==> src/rtl/serial_sub_pkg.sv <==
// Shared definitions for the bit-serial subtractor.
//   state_t       : controller state encoding (IDLE, RUN, DONE)
//   DEFAULT_WIDTH : default operand/result width in bits
package serial_sub_pkg;

  typedef enum logic [1:0] {
    IDLE = 2'd0,
    RUN  = 2'd1,
    DONE = 2'd2
  } state_t;

  localparam int DEFAULT_WIDTH = 8;

endpackage

==> src/rtl/half_subtractor.sv <==
// One-bit half subtractor: Dif = X - Y, Bor = borrow out.
//   X   : minuend bit
//   Y   : subtrahend bit
//   Dif : difference bit
//   Bor : borrow generated when X=0 and Y=1
module half_subtractor (
  input  logic X,
  input  logic Y,
  output logic Dif,
  output logic Bor
);

  assign Dif = X ^ Y;
  assign Bor = ~X & Y;

endmodule

==> src/rtl/serial_subtractor.sv <==
// Bit-serial unsigned subtractor, D = A - B, one bit per clock, LSB first.
// A Start request in IDLE or DONE latches the operands. WIDTH RUN cycles
// follow, then a single DONE cycle in which D and Bout are valid.
//   CLK   : rising-edge clock
//   Reset : asynchronous active-high reset, clears all state
//   Start : level-sensitive request, ignored while Busy
//   A, B  : minuend / subtrahend, sampled on the accepting edge only
//   Busy  : high while the subtraction runs
//   Done  : one-cycle pulse, result valid
//   D     : difference (A - B) mod 2^WIDTH, held until the next operation
//   Bout  : final borrow, 1 iff A < B
module serial_subtractor
  import serial_sub_pkg::*;
#(
  parameter int WIDTH = DEFAULT_WIDTH
) (
  input  logic             CLK,
  input  logic             Reset,
  input  logic             Start,
  input  logic [WIDTH-1:0] A,
  input  logic [WIDTH-1:0] B,
  output logic             Busy,
  output logic             Done,
  output logic [WIDTH-1:0] D,
  output logic             Bout
);

  localparam int CW = (WIDTH > 1) ? $clog2(WIDTH) : 1;
  localparam logic [CW-1:0] LAST = CW'(WIDTH - 1);

  state_t           state, state_next;
  logic [WIDTH-1:0] ra, rb, d_reg;
  logic [CW-1:0]    count;
  logic             borrow;
  logic             load;

  // Full-subtractor bit cell: two half subtractors plus the borrow OR.
  logic hs1_dif, hs1_bor, bit_d, hs2_bor, bit_borrow;

  half_subtractor u_hs1 (
    .X   (ra[0]),
    .Y   (rb[0]),
    .Dif (hs1_dif),
    .Bor (hs1_bor)
  );

  half_subtractor u_hs2 (
    .X   (hs1_dif),
    .Y   (borrow),
    .Dif (bit_d),
    .Bor (hs2_bor)
  );

  assign bit_borrow = hs1_bor | hs2_bor;

  // Next-state logic. A new operation may start from IDLE or straight out
  // of DONE, so Start held high gives back-to-back runs.
  always_comb begin
    state_next = state;
    load       = 1'b0;
    case (state)
      IDLE: begin
        if (Start) begin
          load       = 1'b1;
          state_next = RUN;
        end
      end
      RUN: begin
        if (count == LAST) state_next = DONE;
      end
      DONE: begin
        if (Start) begin
          load       = 1'b1;
          state_next = RUN;
        end else begin
          state_next = IDLE;
        end
      end
      default: state_next = IDLE;
    endcase
  end

  always_ff @(posedge CLK or posedge Reset) begin
    if (Reset) begin
      state  <= IDLE;
      ra     <= '0;
      rb     <= '0;
      d_reg  <= '0;
      count  <= '0;
      borrow <= 1'b0;
    end else begin
      state <= state_next;
      if (load) begin
        ra     <= A;
        rb     <= B;
        borrow <= 1'b0;
        count  <= '0;
      end else if (state == RUN) begin
        ra     <= ra >> 1;
        rb     <= rb >> 1;
        borrow <= bit_borrow;
        // New bits enter at the MSB, so after WIDTH shifts bit 0 is the LSB.
        d_reg  <= {bit_d, d_reg[WIDTH-1:1]};
        // Saturate rather than wrap; the count is reloaded on the next Start.
        if (count != LAST) count <= count + 1'b1;
      end
    end
  end

  // All outputs are decodes of registers only.
  assign Busy = (state == RUN);
  assign Done = (state == DONE);
  assign D    = d_reg;
  assign Bout = borrow;

endmodule

==> config.mk <==
export PLATFORM = sky130hd
export DESIGN_NAME = serial_subtractor
export DESIGN_NICKNAME = d
export VERILOG_FILES = /design/src/rtl/serial_sub_pkg.sv /design/src/rtl/half_subtractor.sv /design/src/rtl/serial_subtractor.sv
export SDC_FILE = /design/constraint.sdc
export NUM_CORES = 1
export LEC_CHECK = 0
export ABC_AREA = 1
export CAP_MARGIN = 40
export CORE_MARGIN = 2
export CORE_UTILIZATION = 50
export DETAILED_ROUTE_END_ITERATION = 7
export PLACE_DENSITY = 0.83
export SLEW_MARGIN = 15
export SYNTH_ARGS = -nofsm -noshare
export SYNTH_HDL_FRONTEND = slang
export SYNTH_SLANG_ARGS = --single-unit
export TNS_END_PERCENT = 50
==> constraint.sdc <==
create_clock -name CLK -period 1.4 [get_ports CLK]
set_input_delay 0.21 -clock CLK [delete_from_list [all_inputs] [get_ports CLK]]
set_output_delay 0.21 -clock CLK [all_outputs]
set_load 0.03 [all_outputs]
Yosys cells after proc, flatten, opt, wreduce, memory -nomap -nowiden
Cells that the tools add are included.
Widths: inputs -> output; s select.
{"block": "word_totals", "out_inout_bits": 11, "ff_bits": 30, "in_bits": 19}
{"block": "op_classes", "mux": 15, "n_addsub": 1, "bitwise_logic": 8, "n_reduce_logical": 7, "eq_ne": 6}
{"cell": "$mux 8", "n": 4}
{"cell": "$mux 3", "n": 3}
{"cell": "$pmux 2 s3", "n": 1}
{"cell": "$reduce_and 2->1", "n": 3}
{"cell": "$mux 1", "n": 5}
{"cell": "$mux 2", "n": 2}
{"cell": "$reduce_bool 2->1", "n": 2}
{"cell": "$add 3x1->3 const B", "n": 1}
{"cell": "$eq 3x3->1 const B", "n": 1}
{"cell": "$ne 3x3->1 const B", "n": 1}
{"cell": "$not 1->1", "n": 3}
{"cell": "$and 1x1->1", "n": 2}
{"cell": "$eq 2x1->1 const B", "n": 1}
{"cell": "$eq 2x2->1 const B", "n": 1}
{"cell": "$logic_not 2->1", "n": 1}
{"cell": "$ne 2x1->1 const B", "n": 1}
{"cell": "$ne 2x2->1 const B", "n": 1}
{"cell": "$reduce_or 2->1", "n": 1}
{"cell": "$xor 1x1->1", "n": 2}
{"cell": "$or 1x1->1", "n": 1}

Depth between registers and ports, before layout
{"block": "depth", "depth_word": 6, "mapped_depth": 7}

Cells and area by module
Synthesis repeated with hierarchy kept, for this count alone.
{"block": "unflattened", "cells_unflattened": 191, "area_unflattened_um2": 1475.2}
{"module": "serial_subtractor", "instances": 1, "cells_each": 185, "seq_area_each_um2": 750.7, "area_each_um2": 1435.1}
{"module": "half_subtractor", "instances": 2, "cells_each": 3, "seq_area_each_um2": 0.0, "area_each_um2": 20.0}

Worst setup path after synthesis
Ideal clock, no wire load.
{"block": "synth_timing", "path_kind": "reg2reg", "start": "register borrow, in the netlist Bout", "end": "register d_reg[7], in the netlist D[7]", "setup_ns": 0.083, "slack_ns": 0.203, "n_path_buf": 0, "t_arrival_ns": 1.114, "path_stages_with_launch": 3, "path_cell_list": "dfrtp_1 > fa_1 > o21ai_0"}
{"block": "synth_via", "elab_chain_cells": 1}
{"item": "start: declaration", "line_no": "serial_subtractor.sv:34", "text": "logic borrow;"}
{"item": "start signal: assignment", "line_no": "serial_subtractor.sv:101", "text": "borrow <= bit_borrow;"}
{"item": "$xor 1x1->1", "line_no": "half_subtractor.sv:13", "text": "assign Dif = X ^ Y;"}
{"item": "end signal: assignment", "line_no": "serial_subtractor.sv:103", "text": "d_reg <= {bit_d, d_reg[WIDTH-1:1]};"}
{"item": "end: declaration", "line_no": "serial_subtractor.sv:32", "text": "logic [WIDTH-1:0] ra, rb, d_reg;"}
No other way between the ends.
A chain may end at the register's enable or synchronous reset.

Final worst setup path
{"block": "layout_timing", "start": "register state[1]", "end": "output Done"}
{"block": "layout_via", "elab_chain_cells": 1}
{"item": "start: declaration", "line_no": "serial_subtractor.sv:31", "text": "state_t state, state_next;"}
{"item": "start signal: assignment", "line_no": "serial_subtractor.sv:92", "text": "state <= state_next;"}
{"item": "$eq 2x2->1", "line_no": "serial_subtractor.sv:112", "text": "assign Done = (state == DONE);"}
{"item": "end: declaration", "line_no": "serial_subtractor.sv:23", "text": "output logic Done,"}
No other way between the ends.

==> summary.txt <==
Worst-Margin Slew = 0.368 ns
initial core utilization = 0.522
sequential power share = 0.388
Top Ports = 30
first-pass GRT wire length = 4.64 mm
Starting DRT DRC Count = 52
htree depth = 2
row count = 19
CTS tree = done
top post-synthesis cells by count = nand2_1 (86), dfrtp_1 (30), inv_1 (27), nand3_1 (25)
input/output buffers = 29
status = finished clean
Synth Area in Compound Gates = 0.00695
share of the synthesized area in the top cell type = 0.521
Vias = 1209
worst rel slew slack = 0.755
register area = 751 µm²
Post-Syn Nets = 209
Vias/cell = 4.67
vias in the first global route = 1080
fin cells = 259
largest family of logic cells by synthesized area = simple AND/OR/NAND/NOR gates
Die Ht = 57.7 µm
skew final = 0.00580 ns
wire per inst = 10.5 µm
# diodes = 0
R2R setup slack = 0.12 ns
initial antenna violation count = 0
P_int = 2.14 mW
CP Max Fanout = 9
XOR/XNOR Fraction of Synth Area = 0
Overall Power = 3.84 mW
synth unique cells = 17
CORE AREA = 2760 µm²
power density over the cells = 2080 nW/µm²
final instance area = 1840 µm²
Remaining DRCs = 0
Total GRT Usage = 0.185
crit start category = register
min Tclk post-route = 1.36 ns
post-synthesis average cell area = 7.70 µm²
Comb pwr share = 0.492
final setup fails = 0
crit path from = state[1]
CTS Buf Count = 5
Multi-input gate area = 539 µm²
EDFF count, synth = 0
Skew-Pair Late Insertion Delay = 0.33 ns
flop and latch count out of synthesis = 30
postcts setup bufs = 0
P_sw = 1.70 mW
Post-Synth Simple-Gate Area = 0.333
clock tree sinks = 30
Final Util = 0.669
final estimated routing congestion in global placement = 0.779
Max Clock Freq = 733 MHz
Reg2Reg Depth = 7
DP Area = 1810 µm²
Final Hold Viols = 0
Clk pwr share = 0.120
post-DP HPWL = 1.93 mm
Peak VDD IR = 1760 µV
critical path class = register to output pin
chip width = 57.7 µm
Bufs on Longest Clock Path = 2
RSZ-0062 raised after global routing = true
Syn Std Cell Area = 1440 µm²
Sw Ratio = 0.442
layout net count = 250
worst reg2reg startpoint = state[0]
clk slew on worst S/H paths = 0.08 ns
fin. max-slew vios = 0
adder-cell share of the synthesized area = 0.0313
ys async rst share = 1.00
largest cells by area after synthesis = dfrtp_1 (52%), nand2_1 (22%), nand3_1 (8.7%)
CP required = 1.19 ns
area leader, netlist = dfrtp_1
mux share of post-synthesis cell area = 0
Layout area overhead = 28.1%
Post-synth top flop = dfrtp_1
GR Overflow Total = 0
post-route ant nets = 0
layout cells sized above 1 = 0.105
top-count cell post-synth = nand2_1
cell count after placement = 252
Routed Wire Length = 2.71 mm
Root Buffer = clkbuf_4
static leakage = 1.06 nW
YS warnings = 0
fin crit share = 0.974
die area = 3330 µm²
WP data arrival = 1.15 ns
Fillers = 246
largest net degree at the start of global routing = 31
Worst Setup End Kind = output pin
number of max-cap violations = 0
Min-Delay Path Class = primary input to async pin
sequential fraction of the synthesis area = 0.521
Mapped Cells = 187
DR pass1 iterations = 4
[worst max-delay path, cell delays in order (launching register included)]
cell and delay [ns]:
dfrtp_1 0.39, inv_2 0.07, buf_4 0.16, nor2_1 0.05
buf_4 0.16
[cells in the final DEF (no fill, tap or decap)]
cell             instances
clkdlybuf4s50_1         18
nor2_2                   1
o21ai_0                  2
fa_1                     1
ha_1                     2
buf_2                    1
nand2_2                  1
inv_4                    1
nand2_4                  1
clkbuf_1                 2
inv_2                    2
clkbuf_4                 5
nand2_1                 86
buf_4                   10
clkinv_1                 1
dfrtp_1                 30
nor2_1                   2
nand3_1                 24
buf_6                    1
inv_1                   27
clkdlybuf4s15_1          1
dlygate4sd2_1            8
nand3_2                  1
[through the flow]
step | hold WS (ns) | setup TNS [ns] | setup WS, ns
CTS | 0.235 | -0.0222 | -0.0209
detailed placement | 0.465 | -0.0197 | -0.0197
global route | 0.288 | -0.0106 | -0.00888
finish | 0.244 | 0 | 0.0366
global placement | 0.458 | 0 | 0.0226
floorplan | 0.301 | 0 | 0.203
[cell families after synthesis]
logic type	count (synthesis)
compound gates	2
fa+ha+maj	3
buf+inv	36
flops	30
simple gates	116
[cell type report]
| type | instances | share of cell area |
|---|---|---|
| flip-flops and latches | 30 | 0.407 |
| multi-input cells | 121 | 0.292 |
| repair buffers | 39 | 0.191 |
| inverters | 31 | 0.0645 |
| clock buffers | 7 | 0.0244 |
| well taps | 31 | 0.0210 |
[worst paths after layout]
kind	to
max	Done
min	state[1]
max reg2reg	Bout
min reg2reg	ra[2]
max in group asynchronous	D[4]
min in group CLK	rb[7]
[flip-flops by register name (all words and copies together) (netlist names)]
signal and cells:
D 8, state 2, count 3, Bout 1, rb 8, ra 8
[power groups by stage]
stage / Sequential, mW / Combinational (mW) / Clock [mW]
floorplan: 1.69 / 1.13 / 0
global placement: 1.49 / 1.91 / 0
detailed placement: 1.50 / 1.97 / 0
CTS: 1.48 / 1.89 / 0.482
global route: 1.54 / 2.15 / 0.531
finish: 1.49 / 1.89 / 0.461
[routing by layer]
layer / wire length [µm] / vias to the layer above / track usage
met3: 128 / 4 / 0.0692
met5: 0 / - / 0
met4: 37 / 0 / 0.0731
met2: 1230 / 23 / 0.274
met1: 1320 / 543 / 0.246
li1: - / 639 / -
[timing repair]
| item | CTS | global route |
|---|---|---|
| setup endpoints to repair | 11 | 6 |
| resized for setup | 12 | 5 |
| hold buffers | 0 | 0 |
No activity file was read; power rests on OpenSTA's default activity.
